**src/rtl/ram_arbiter.sv**
```systemverilog
// Two-master arbiter in front of one single-port data RAM (m0 = fetch,
// m1 = load/store), one transaction outstanding, with response watchdog.
//
// Ports:
//   clk, rst                    clock, synchronous active-high reset
//   mN_addr_i/data_i/sel_i/we_i master N request fields (N = 0, 1)
//   mN_req_valid_i/req_ready_o  master N request handshake
//   mN_rsp_valid_o/rsp_ready_i  master N response handshake
//   mN_data_o, mN_err_o         master N read data, timeout error flag
//   s_addr_o/data_o/sel_o/we_o  muxed request fields to the RAM
//   s_req_valid_o/req_ready_i   RAM request handshake
//   s_rsp_valid_i/rsp_ready_o   RAM response handshake
//   s_data_i                    RAM read data
//
// Parameters:
//   RR       1: round-robin on a tie, 0: fixed priority (m0 wins)
//   TIMEOUT  cycles waited for a response before an error; 0 = off

module ram_arbiter #(
  parameter bit          RR      = 1'b1,
  parameter int unsigned TIMEOUT = 255
) (
  input  logic        clk,
  input  logic        rst,

  input  logic [31:0] m0_addr_i,
  input  logic [31:0] m0_data_i,
  input  logic [3:0]  m0_sel_i,
  input  logic        m0_we_i,
  input  logic        m0_req_valid_i,
  output logic        m0_req_ready_o,
  output logic        m0_rsp_valid_o,
  input  logic        m0_rsp_ready_i,
  output logic [31:0] m0_data_o,
  output logic        m0_err_o,

  input  logic [31:0] m1_addr_i,
  input  logic [31:0] m1_data_i,
  input  logic [3:0]  m1_sel_i,
  input  logic        m1_we_i,
  input  logic        m1_req_valid_i,
  output logic        m1_req_ready_o,
  output logic        m1_rsp_valid_o,
  input  logic        m1_rsp_ready_i,
  output logic [31:0] m1_data_o,
  output logic        m1_err_o,

  output logic [31:0] s_addr_o,
  output logic [31:0] s_data_o,
  output logic [3:0]  s_sel_o,
  output logic        s_we_o,
  output logic        s_req_valid_o,
  input  logic        s_req_ready_i,
  input  logic        s_rsp_valid_i,
  output logic        s_rsp_ready_o,
  input  logic [31:0] s_data_i
);

  localparam bit          TO_EN   = (TIMEOUT != 0);
  localparam logic [15:0] TO_LAST = TO_EN ? 16'(TIMEOUT - 1) : 16'd0;

  typedef enum logic [1:0] {
    IDLE = 2'd0,
    RSP  = 2'd1,
    ERR  = 2'd2
  } state_e;

  state_e      state_q, state_d;
  logic        owner_q, owner_d;
  logic        last_q, last_d;
  logic        stale_q, stale_d;
  logic [15:0] cnt_q, cnt_d;

  logic win;
  logic issue;
  logic in_rsp;
  logic in_err;
  logic own_rdy;
  logic rsp_v;
  logic fwd;

  // On a tie m1 wins only under round-robin when m0 had the last grant.
  assign win = m1_req_valid_i &
               (~m0_req_valid_i | (RR & ~last_q));

  assign issue = ~rst & (state_q == IDLE) & ~stale_q &
                 (m0_req_valid_i | m1_req_valid_i);

  assign in_rsp  = ~rst & (state_q == RSP);
  assign in_err  = ~rst & (state_q == ERR);
  assign own_rdy = owner_q ? m1_rsp_ready_i : m0_rsp_ready_i;

  // Forwarded RAM beat, or the synthesised error beat.
  assign fwd   = in_rsp & s_rsp_valid_i;
  assign rsp_v = fwd | in_err;

  always_comb begin
    s_req_valid_o = issue;
    s_addr_o      = '0;
    s_data_o      = '0;
    s_sel_o       = '0;
    s_we_o        = 1'b0;
    if (issue) begin
      unique case (1'b1)
        win: begin
          s_addr_o = m1_addr_i;
          s_data_o = m1_data_i;
          s_sel_o  = m1_sel_i;
          s_we_o   = m1_we_i;
        end
        default: begin
          s_addr_o = m0_addr_i;
          s_data_o = m0_data_i;
          s_sel_o  = m0_sel_i;
          s_we_o   = m0_we_i;
        end
      endcase
    end
  end

  assign m0_req_ready_o = issue & ~win & s_req_ready_i;
  assign m1_req_ready_o = issue &  win & s_req_ready_i;

  assign m0_rsp_valid_o = rsp_v & ~owner_q;
  assign m1_rsp_valid_o = rsp_v &  owner_q;

  assign m0_err_o = in_err & ~owner_q;
  assign m1_err_o = in_err &  owner_q;

  assign m0_data_o = (fwd & ~owner_q) ? s_data_i : 32'h0;
  assign m1_data_o = (fwd &  owner_q) ? s_data_i : 32'h0;

  // A stale response is always swallowed, in ERR or after it.
  assign s_rsp_ready_o = (in_rsp & own_rdy) | in_err |
                         (~rst & (state_q == IDLE) & stale_q);

  always_comb begin
    state_d = state_q;
    owner_d = owner_q;
    last_d  = last_q;
    stale_d = stale_q;
    cnt_d   = cnt_q;
    unique case (state_q)
      IDLE: begin
        if (stale_q) begin
          if (s_rsp_valid_i) begin
            stale_d = 1'b0;
          end
        end else if (issue && s_req_ready_i) begin
          owner_d = win;
          last_d  = win;
          cnt_d   = '0;
          state_d = RSP;
        end
      end
      RSP: begin
        if (s_rsp_valid_i) begin
          // Counter frozen while the owner back-pressures.
          if (own_rdy) begin
            state_d = IDLE;
          end
        end else begin
          cnt_d = cnt_q + 16'd1;
          if (TO_EN && (cnt_q == TO_LAST)) begin
            state_d = ERR;
            stale_d = 1'b1;
          end
        end
      end
      ERR: begin
        if (s_rsp_valid_i) begin
          stale_d = 1'b0;
        end
        if (own_rdy) begin
          state_d = IDLE;
        end
      end
      default: begin
        state_d = IDLE;
      end
    endcase
  end

  always_ff @(posedge clk) begin
    if (rst) begin
      state_q <= IDLE;
      owner_q <= 1'b0;
      last_q  <= 1'b1;
      stale_q <= 1'b0;
      cnt_q   <= '0;
    end else begin
      state_q <= state_d;
      owner_q <= owner_d;
      last_q  <= last_d;
      stale_q <= stale_d;
      cnt_q   <= cnt_d;
    end
  end

endmodule

```
**config.mk**
```make
export PLATFORM = sky130hd
export DESIGN_NAME = ram_arbiter
export DESIGN_NICKNAME = d
export VERILOG_FILES = /design/src/rtl/ram_arbiter.sv
export SDC_FILE = /design/constraint.sdc
export NUM_CORES = 1
export LEC_CHECK = 0
export BUFFER_PORTS_ARGS = -buffer_cell sky130_fd_sc_hd__clkbuf_2
export CORE_AREA = 2 2 125 127
export CTS_BUF_LIST = sky130_fd_sc_hd__clkbuf_4 sky130_fd_sc_hd__clkbuf_8
export CTS_CLUSTER_DIAMETER = 50
export DETAILED_ROUTE_END_ITERATION = 12
export DIE_AREA = 0 0 127 129
export PLACE_DENSITY = 0.56
export RECOVER_POWER = 100
export SYNTH_ARGS = -nofsm -noshare
export SYNTH_HDL_FRONTEND = slang
export SYNTH_SLANG_ARGS = --single-unit
```
**constraint.sdc**
```tcl
create_clock -name clk -period 1.8 [get_ports clk]
set_input_delay 0.09 -clock clk [delete_from_list [all_inputs] [get_ports clk]]
set_output_delay 0.09 -clock clk [all_outputs]
set_load 0.005 [all_outputs]
```
==> flow_summary.yaml <==
cells_and_area:
  multiInputGateArea_sq_um: 2270
  nets: 989
  ff_latch_area_sq_um: 424
  final_cell_count_no_fill: 992
  antenna_cells: 0
  area_growth_pct: 93.4
  drive_above_1_share_pct: 52.5
  fillers: 1661
clocking:
  cts_tree: "yes"
  clock-sinks: 21
  clk_latency_ns: 0.27
  cts_root_buf: "clkbuf_8"
  clk_path_buf_depth: 2
  clk_pin_slew_worst_paths_ns: 0.09
  htreeDepth: 1
  cts-buffers-inserted: 3
floorplan:
  dieArea_sq_um: 16400
  rows: 45
  die-height_um: 129
  coreArea_sq_um: 15000
  boundaryPins: 319
  die_x_um: 127
  start_util_pct: 18.1
global_routing:
  grt_pass1_vias: 3835
  grt_first_pass_wirelength_mm: 20.0
  grt_usage_pct: 15.0
  antenna_found_initial: 0
  overflow: 0
  grt_start_max_net_pins: 70
power:
  power_density_nw_per_um2: 322
  power_leakage_nw: 2.83
  peakVddDrop_v: 0.000249
synthesis:
  synth.cell_area_sq_um: 2710
  synthCells: 469
  synth_top_area_share_pct: 22.5
  syn_nets: 653
  syn_avg_cell_area_sq_um: 5.77
  yosysWarningCount: 0
  yosysSeqAreaShare_pct: 15.5
  synth-async-reset-ratio_pct: 0
  synth.area.top_cells: "nand2_1 (22%), dfxtp_1 (16%), and2_1 (15%)"
  synth-edff-count: 0
  synth-main-ff-cell: "dfxtp_1"
  synth-seq-cells: 21
  yosysTopAreaCell: "nand2_1"
  synth_cell_types: 49
job:
  cap_violations: 0
critical_path:
  start_kind: "flop"
  critPathBufInv: 4
  crit_chain: "inv_4 -> ha_4 -> nand2_4 -> nor3b_4 -> buf_12 -> clkbuf_16 -> and2_4 -> clkbuf_2"
  setup.worst_path.class: "reg -> out"
  critPathMaxStageDelay_ns: 0.35
  cp_max_fo: 8
  crit_arrival_ns: 1.69
  crit_required_ns: 1.71
  critPathTopFamily: "buffers and inverters"
  crit_slowest_cell: "dfxtp_2"
  worst_setup_path_end_kind: "output pin"
timing:
  fin_ws_ns: 0.0169
  period_share_pct: 99.1
  period_needed_ns: 1.78
  grt_setup_unrepaired: "yes"
  clock_skew_ns: 0.00384
  finalHoldViolCount: 0
  maxSlewHeadroom_pct: 70.6
  finalMaxSlewViolations: 0
  finalSetupViolations: 0
  hold_ws_ns: 0.143
  worstMarginPinSlew_ns: 0.440
  fmax_mhz: 561
place:
  io_buffers: 318
  gp_congestion: 0.841
  detailed_place_hpwl_mm: 11.6
  place_inst: 976
  pre_cts_ws_ns: 0.0363
route:
  ant_nets: 0
  dr_total_vias: 4403
  via_per_inst: 4.44
  drt_first_iter_violations: 224
  wl_per_cell_um: 14.7
  drc_errors: 0
  firstDrtPassIters: 4
  wirelength_mm: 14.6
outcome:
  status: "completed"
hold_path:
  worstHoldPathType: "in -> reg"
-- metrics by stage --
stage               TNS (ns)  utilization, %  total power, W  cell area [sq um]
CTS                        0            32.3         0.00165               4830
finish                     0            34.9         0.00168               5230
global route          -0.961            34.9         0.00179               5230
floorplan                  0               -        0.000826               2710
detailed placement         0            31.6         0.00130               4740
global placement           0            31.6         0.00130               4740
-- cells in the mapped netlist (2+ instances only) --
| master | instances |
|---|---|
| o21ai_0 | 4 |
| or4_1 | 2 |
| dfxtp_1 | 21 |
| buf_1 | 6 |
| a41oi_1 | 2 |
| a211oi_1 | 3 |
| clkbuf_1 | 23 |
| a22o_1 | 2 |
| nor2_1 | 14 |
| or2_2 | 2 |
| a31oi_1 | 6 |
| nand2_1 | 162 |
| nand3_1 | 9 |
| a311oi_1 | 2 |
| o31ai_1 | 2 |
| nand2b_1 | 2 |
| a21o_1 | 3 |
| nor2b_1 | 2 |
| buf_2 | 4 |
| inv_1 | 7 |
| a21oi_1 | 81 |
| nor3_1 | 6 |
| inv_2 | 2 |
| o21ai_1 | 2 |
| ha_1 | 6 |
| and2_1 | 65 |
| and3_1 | 4 |
| nand4_1 | 4 |
-- final cells by class --
type | count | share of cell area [%]
Multi-Input combinational cell | 406 | 43.5
Timing Repair Buffer | 364 | 42.3
Sequential cell | 21 | 8.11
Tap cell | 188 | 4.50
Clock buffer | 3 | 0.789
Inverter | 9 | 0.694
Clock inverter | 1 | 0.144
-- sequential cells by signal, summed over array words and instances, names as in the netlist --
name	flops
cnt_q	16
state_q	2
last_q	1
owner_q	1
stale_q	1
-- report_power, final --
group          internal [W]  leakage (nW)  switching (W)  total (W)
clock network      0.000157        0.0217       0.000182   0.000339
registers          0.000469         0.170     0.00000591   0.000475
logic              0.000412          2.64       0.000457   0.000868
-- cells by family (layout without fill, tap and decap cells) --
group | count (synthesis) | after routing | synth area share, %
and+or+nand+nor | 282 | 282 | 49.1
AOI/OAI and AO/OA | 117 | 117 | 26.1
buffers and inverters | 42 | 377 | 6.01
DFF | 21 | 21 | 15.5
adders and majority gates | 6 | 6 | 2.78
muxes | 1 | 1 | 0.416
-- placed cells by master, fill, tap and decap left out, types with 3 or more instances in the layout --
master and count:
and2_1 44, buf_2 3, inv_1 6, a21oi_1 74
nor3_1 4, nand4_1 4, buf_4 32, a21o_1 3
clkbuf_8 3, a21oi_2 7, nor2_1 13, dfxtp_1 18
dfxtp_2 3, a211oi_1 3, nand2_1 159, buf_12 7
and2_4 21, buf_6 17, nand2_2 3, clkbuf_2 298
and3_1 3, clkbuf_16 4, o21ai_0 4, nand3_1 9
a31oi_1 6, ha_1 4
-- what timing repair did --
item	CTS	global route
pin swaps	1	24
setup endpoints to repair	131	69
hold buffers	0	0
buffers inserted	0	7
cloned	0	5
resized for setup	13	65
-- routing by layer --
| layer | GRT usage (%) | wire [um] | vias up |
|---|---|---|---|
| met4 | 0.840 | 2 | 0 |
| met5 | 0 | 0 | - |
| met1 | 21.4 | 6410 | 1964 |
| met3 | 2.04 | 980 | 2 |
| li1 | - | - | 2248 |
| met2 | 25.2 | 7190 | 189 |
-- final timing paths --
check	endpoint	slack, ns	cells past startpoint	from
setup / recovery	m1_data_o[1]	0.02	8	state_q[1]
hold / removal	stale_q	0.14	2	rst
setup reg to reg	state_q[1]	0.05	4	cnt_q[9]
hold reg to reg	cnt_q[14]	0.51	1	cnt_q[14]
No activity file was read; power rests on OpenSTA's default activity.
